--- src/rtl/dmg_timer_pkg.sv ---
// Shared definitions for the DMG timer: register map, FSM states, TAC decode.
package dmg_timer_pkg;

  // CPU register select values (FF04..FF07 low bits)
  localparam logic [1:0] ADDR_DIV  = 2'd0;
  localparam logic [1:0] ADDR_TIMA = 2'd1;
  localparam logic [1:0] ADDR_TMA  = 2'd2;
  localparam logic [1:0] ADDR_TAC  = 2'd3;

  // Unused TAC bits always read back as ones
  localparam logic [7:0] TAC_READ_MASK = 8'hF8;

  typedef enum logic [1:0] {
    IDLE     = 2'd0,
    OVF_PEND = 2'd1,
    RELOAD   = 2'd2
  } timer_state_t;

  // Counter bit watched by the timer for each TAC clock-select value
  function automatic logic [3:0] tac_tap_index(input logic [1:0] sel);
    logic [3:0] idx;
    case (sel)
      2'b00:   idx = 4'd9;
      2'b01:   idx = 4'd3;
      2'b10:   idx = 4'd5;
      default: idx = 4'd7;
    endcase
    return idx;
  endfunction

endpackage

--- src/rtl/dmg_timer_tick_gen.sv ---
// Tick generator: falling edge of (enable & selected counter tap).
// Because the edge is taken on the gated signal, clearing the counter,
// dropping the enable or switching the tap can all produce a tick.
module timer_tick_gen
  import dmg_timer_pkg::*;
(
  input  logic        clk,
  input  logic        nreset,
  input  logic [15:0] counter,
  input  logic [2:0]  tac,
  output logic        tick
);

  logic sig;
  logic sig_d;

  // Gated tap selected by TAC
  always_comb begin
    sig = tac[2] & counter[tac_tap_index(tac[1:0])];
  end

  // Remember last cycle's gated tap for edge detection
  always_ff @(posedge clk or posedge nreset) begin
    if (nreset) sig_d <= 1'b0;
    else        sig_d <= sig;
  end

  assign tick = sig_d & ~sig;

endmodule

--- src/rtl/dmg_timer.sv ---
// DMG timer: DIV system counter, TIMA/TMA/TAC registers, delayed TMA
// reload on TIMA overflow and the timer interrupt request pulse.
module dmg_timer
  import dmg_timer_pkg::*;
#(
  parameter logic [15:0] DIV_INIT     = 16'h0000,
  parameter int          RELOAD_DELAY = 4
) (
  input  logic       clk,
  input  logic       nreset,
  input  logic [1:0] addr,
  input  logic       wr,
  input  logic [7:0] wdata,
  output logic [7:0] rdata,
  output logic       tima_load,
  output logic [7:0] tima_q,
  output logic       irq_timer
);

  localparam int DW = $clog2(RELOAD_DELAY + 1);
  localparam logic [DW-1:0] DELAY_LAST = DW'(RELOAD_DELAY - 1);

  logic [15:0]    counter;
  logic [7:0]     tima;
  logic [7:0]     tma;
  logic [2:0]     tac;
  timer_state_t   state;
  logic [DW-1:0]  delay_cnt;
  logic           tick;

  logic wr_div;
  logic wr_tima;
  logic wr_tma;
  logic wr_tac;

  // Register write decode
  always_comb begin
    wr_div  = wr && (addr == ADDR_DIV);
    wr_tima = wr && (addr == ADDR_TIMA);
    wr_tma  = wr && (addr == ADDR_TMA);
    wr_tac  = wr && (addr == ADDR_TAC);
  end

  // Free-running system counter; any DIV write clears it
  always_ff @(posedge clk or posedge nreset) begin
    if (nreset)      counter <= DIV_INIT;
    else if (wr_div) counter <= 16'h0000;
    else             counter <= counter + 16'd1;
  end

  // TMA and TAC configuration registers
  always_ff @(posedge clk or posedge nreset) begin
    if (nreset) begin
      tma <= 8'h00;
      tac <= 3'b000;
    end else begin
      if (wr_tma) tma <= wdata;
      if (wr_tac) tac <= wdata[2:0];
    end
  end

  timer_tick_gen u_tick_gen (
    .clk     (clk),
    .nreset  (nreset),
    .counter (counter),
    .tac     (tac),
    .tick    (tick)
  );

  // TIMA counting, overflow delay and reload FSM with registered pulses
  always_ff @(posedge clk or posedge nreset) begin
    if (nreset) begin
      state     <= IDLE;
      tima      <= 8'h00;
      delay_cnt <= '0;
      irq_timer <= 1'b0;
      tima_load <= 1'b0;
    end else begin
      irq_timer <= 1'b0;
      tima_load <= 1'b0;
      case (state)
        IDLE: begin
          // A CPU write beats a coincident tick
          if (wr_tima) begin
            tima      <= wdata;
            tima_load <= 1'b1;
          end else if (tick) begin
            if (tima == 8'hFF) begin
              tima      <= 8'h00;
              delay_cnt <= '0;
              state     <= OVF_PEND;
            end else begin
              tima <= tima + 8'd1;
            end
          end
        end
        OVF_PEND: begin
          // TIMA sits at zero; a CPU write here cancels the reload and irq
          if (wr_tima) begin
            tima      <= wdata;
            tima_load <= 1'b1;
            state     <= IDLE;
          end else if (delay_cnt == DELAY_LAST) begin
            tima      <= tma;
            tima_load <= 1'b1;
            irq_timer <= 1'b1;
            state     <= RELOAD;
          end else begin
            delay_cnt <= delay_cnt + DW'(1);
          end
        end
        RELOAD: begin
          // TIMA writes are dropped; a TMA write passes straight into TIMA,
          // which is a fresh load so the set/reset drivers are pulsed again
          state <= IDLE;
          if (wr_tma) begin
            tima      <= wdata;
            tima_load <= 1'b1;
          end
        end
        default: state <= IDLE;
      endcase
    end
  end

  assign tima_q = tima;

  // Combinational register readback
  always_comb begin
    rdata = 8'h00;
    case (addr)
      ADDR_DIV:  rdata = counter[15:8];
      ADDR_TIMA: rdata = tima;
      ADDR_TMA:  rdata = tma;
      default:   rdata = TAC_READ_MASK | {5'b00000, tac};
    endcase
  end

endmodule

--- config.mk ---
export PLATFORM = sky130hd
export DESIGN_NAME = dmg_timer
export DESIGN_NICKNAME = d
export VERILOG_FILES = /design/src/rtl/dmg_timer_pkg.sv /design/src/rtl/dmg_timer_tick_gen.sv /design/src/rtl/dmg_timer.sv
export SDC_FILE = /design/constraint.sdc
export NUM_CORES = 1
export LEC_CHECK = 0
export ABC_AREA = 1
export CAP_MARGIN = 25
export CORE_MARGIN = 4
export CORE_UTILIZATION = 30
export DETAILED_ROUTE_END_ITERATION = 8
export SETUP_SLACK_MARGIN = 0.02
export SYNTH_ARGS = -nofsm -noshare
export SYNTH_HDL_FRONTEND = slang
export SYNTH_SLANG_ARGS = --single-unit
--- constraint.sdc ---
create_clock -name clk -period 5.6 [get_ports clk]
set_clock_uncertainty 0.2 [all_clocks]
set_input_delay 1.4 -clock clk [delete_from_list [all_inputs] [get_ports clk]]
set_output_delay 1.4 -clock clk [all_outputs]
set_load 0.03 [all_outputs]
* After elaboration in Yosys (flattened, before gate mapping) *
Cells that the tools add are included.

operators by class
  $add $sub $neg = 3
  magnitude comparators = 1
  eq/ne operators = 17
  muxes and demuxes = 31
  bitwise logic cells = 3
  reduce and logical (&&, ||, !) cells = 12

operators with widths
  kind                                                                          number
  8-bit two-way mux                                                             6
  8-bit one-hot mux with 3 select lines                                         2
  16-bit by 1-bit adder with 16-bit output, second input constant               1
  16-bit two-way mux                                                            1
  3-bit two-way mux                                                             5
  2-bit != test, second input constant                                          6
  4-bit one-hot mux with 3 select lines                                         1
  2-bit two-way mux                                                             5
  8-bit by 1-bit adder with 8-bit output, second input constant                 1
  2-bit equality test, second input constant                                    4
  8-bit equality test, second input constant                                    1
  4-bit AND reduction                                                           2
  1-bit two-way mux                                                             7
  2-bit by 1-bit equality test with 1-bit output, second input constant         3
  2-bit zero test                                                               3
  3-bit != test, second input constant                                          2
  3-bit one-hot mux with 2 select lines                                         1
  6-bit AND reduction                                                           1
  4-bit by 5-bit less-than comparator with 1-bit output, second input constant  1
  1-bit binary-select mux with 4-bit select                                     1
  1-bit logical AND                                                             4
  2-bit one-hot mux with 2 select lines                                         1
  3-bit by 1-bit adder with 3-bit output, second input constant                 1
  3-bit by 2-bit equality test with 1-bit output, second input constant         1
  5 further kinds                                                               6

word-level totals
  register bits after elaboration = 43
  bits of input ports = 13

* Depth between registers and ports, before layout *
Gate-level depths: netlist of run 1.

  depth after elaboration = 10
  depth in mapped cells = 12

* Modules after synthesis *
From an unflattened synthesis of run 1, not the netlist that was laid out.

unflattened totals
  cell total of the unflattened synthesis = 402
  area, all modules = 2,837.7 um^2

modules (own cells, without submodules)
  module          instances  cells each  area an instance (um^2)  sequential area each (um^2)
  dmg_timer       1          384         2,723.9                  1,051.0
  timer_tick_gen  1          18          113.9                    25.0

* Least setup slack after synthesis of run 1 *
No wires, ideal clock.

  path type = in2out
  from = input addr[1]
  to = output rdata[3]
  arrival time = 2,331 ps
  slack = 1,669 ps
  stages on the path = 4
  cell sequence = buf_6 > nor2_1 > inv_2 > o221ai_1

between the ends
  cells in the longest elaborated chain, start to end = 2

RTL lines
  element                                            RTL line          RTL
  from (decl)                                        dmg_timer.sv:11   input logic [1:0] addr,
  2-bit equality test, or another cell as far along  dmg_timer.sv:131  case (addr)
  8-bit one-hot mux with 3 select lines (*)          dmg_timer.sv:131
  to (decl)                                          dmg_timer.sv:14   output logic [7:0] rdata,

Every way passes the cells marked *; elsewhere a longest branch is shown, timed or not.

* Final worst setup path of run 1 *
  from = input addr[1]
  to = output rdata[1]

Same word-level chain as after synthesis.

==> results of run 1 <==
[critical path, cell delays in order]
cell and delay [ns]:
clkdlybuf4s50_1 0.72, nor2_1 0.15, inv_2 0.15, nor2_1 0.06
a221oi_1 0.23, o21ai_0 0.18, clkdlybuf4s50_1 0.63
[logic make-up after synthesis]
kind of cell	share of synthesized area [%]
buffers and inverters	10.8
adder cells (fa/ha/maj)	3.54
multiplexers	0.797
XOR/XNOR	1.24
AO/OA/AOI/OAI	13.0
AND/OR/NAND/NOR	32.5
flip-flops	38.1
[worst max-delay path by stage]
stage | startpoint | to | slack (ns) | depth (start not counted)
6_report | addr[1] | rdata[1] | 0.49 | 7
5_1_grt | addr[1] | rdata[1] | 0.41 | 7
3_5_place_dp | addr[1] | rdata[1] | 0.50 | 7
3_3_place_gp | addr[1] | rdata[1] | 0.54 | 7
4_1_cts | addr[1] | rdata[1] | 0.49 | 7
2_1_floorplan | addr[1] | rdata[3] | 1.67 | 4
[metal layers]
| layer | routed length, µm | up-vias | GRT usage [%] |
|---|---|---|---|
| met5 | 0 | - | 0 |
| met4 | 125 | 0 | 4.40 |
| met3 | 305 | 10 | 2.59 |
| met2 | 3320 | 48 | 22.1 |
| met1 | 3440 | 1238 | 18.0 |
| li1 | - | 1335 | - |
[cell usage after synthesis (all sizes together)]
library cell / instances / area (µm²)
nand4: 9 / 56.3
a21oi: 17 / 96.4
dfrtp: 43 / 1080
o221ai: 5 / 43.8
o22ai: 1 / 6.26
inv: 62 / 235
o2111ai: 1 / 8.76
a31oi: 1 / 6.26
nand3b: 2 / 15.0
or2: 2 / 12.5
ha: 8 / 100
nor2: 31 / 150
a221oi: 1 / 8.76
mux2: 2 / 22.5
o21ai: 35 / 186
clkbuf: 4 / 16.3
buf: 6 / 55.1
nand3: 33 / 165
nor3: 5 / 30.0
nand2: 122 / 483
xor2: 4 / 35.0
nor3b: 1 / 7.51
o211a: 1 / 10.0
[sequential cells by signal, indices dropped and copies added (netlist names), 2 cells and up]
register,count
tac,3
tima_q,8
tma,8
state,2
delay_cnt,3
counter,16
[where the power goes]
group	total (W)	internal [W]	switching, W
clock network	0.000197	0.0000856	0.000112
logic	0.000641	0.000232	0.000408
registers	0.000458	0.000381	0.0000769
[cell type report]
class	count	area, µm²
clock buffers	5	68.8
clock inverters	3	15.0
fillers	990	5910
inverters	62	235
multi-input cells	281	1440
flip-flops and latches	43	1080
well taps	111	139
repair buffers	31	308
[stage by stage]
| step | cell area [µm²] | hold slack, ns | power [W] |
|---|---|---|---|
| after floorplan | 2830 | 0.233 | 0.000918 |
| after global placement | 3200 | 0.249 | 0.00109 |
| after detailed placement | 3200 | 0.255 | 0.00110 |
| after CTS | 3290 | 0.266 | 0.00131 |
| after global routing | 3290 | 0.288 | 0.00141 |
| final | 3290 | 0.263 | 0.00130 |
==> results_dict.tcl, run 1 <==
set metrics [dict create \
    cts_max_path_buffers 2 \
    numCtsBuffers 5 \
    grt_max_degree 44 \
    startpoint_type "input pin" \
    avgSynthCellArea_um2 7.14 \
    grt_pass1_vias 2453 \
    synth_cell_types 37 \
    clk_latency_ns 0.31 \
    worst_slack_ns 0.488 \
    wirelength_mm 7.19 \
    period_share_pct 91.3 \
    grt-ovfl-total 0 \
    cts_sinks 43 \
    io-pin-count 31 \
    antenna_cells 0 \
    final_max_slew_viol_count 0 \
    drc 0 \
    critPathMaxFanout 9 \
    worst-setup-path-type "input pin to output pin" \
    fp.coreArea_mm2 0.00920 \
    synth_area_mm2 0.00283 \
    h-tree-depth 2 \
    final_net_count 445 \
    finalCoreUtilization_pct 35.7 \
    place_inst 528 \
    post_cts_buffers 0 \
    dieWidth_um 105 \
    worst-r2r-setup-slack_ns 3.31 \
    tns_ns 0 \
    final_cell_mix "nand2_1, inv_1, dfrtp_1" \
    min_delay_path_depth 1 \
    vias_per_cell 4.91 \
    syn_to_final_growth_pct 16.2 \
    clock-root-buffer "clkbuf_8" \
    ys_warn_count 0 \
    initial_core_util_pct 30.7 \
    postSynthCellCount 396 \
    antenna_found_initial 0 \
    avgRoutedWirePerCell_um 13.4 \
    arrival_ns 3.51 \
    finalHoldViolations 0 \
    hold_buffers 0 \
    cap_violations 0 \
    hp-class "register to register" \
    pre_cts_ws_ns 0.501 \
    path_clk_slew_ns 0.08 \
    max_freq_mhz 196 \
    reg2reg_to "delay_cnt[0]$_DFFE_PP0P_" \
    cts_tree "built" \
    gp_congestion 0.829 \
    yosysSeqAreaShare_pct 38.1 \
    setup_viol 0 \
    ir_drop_mv 0.114 \
    status "completed" \
    firstDrtPassIters 4 \
    place_hpwl_mm 5.52 \
    powerDensity_mw_per_mm2 394 \
    rows 35 \
    rsz0062_at_grt "false" \
    min_from "counter[0]$_DFF_PP0_" \
    drt_iter0_markers 95 \
    r2r_start "state[1]$_DFFE_PP0P_" \
    drive_gt1_share_pct 8.47 \
    die_y_um 105 \
    worstRegToRegCells 9 \
    tightestPinTransition_ns 0.638 \
    ys_ff_latch 43 \
    holdPathEnd "counter[0]$_DFF_PP0_" \
    vias 2631 \
    layout_commonest_cell "nand2_1" \
    endpoint_kind "output pin" \
    grt_pass1_wl_mm 12.1 \
    cts_resized 0 \
    max_slew_margin_pct 57.5 \
    finalCriticalPeriod_ns 5.11 \
    fin_cells 536 \
    grt_use_total_pct 13.5 \
    critPathRequiredTime_ns 4.00 \
    port_buffers 30 \
    ant_nets 0 \
    synth_fp_nets 417 \
    die_area_mm2 0.0110 \
    power.leakage_nw 1.62 \
]
(Power assumes the default switching activity.)
==> run 2, diff against run 1 <==
--- a/config.mk
+++ b/config.mk
@@ -14,3 +14,4 @@
 export SYNTH_ARGS = -nofsm -noshare
 export SYNTH_HDL_FRONTEND = slang
 export SYNTH_SLANG_ARGS = --single-unit
+export TNS_END_PERCENT = 50
==> results of run 2 <==
No change in the layout: final DEF, timing and power equal those of run 1.
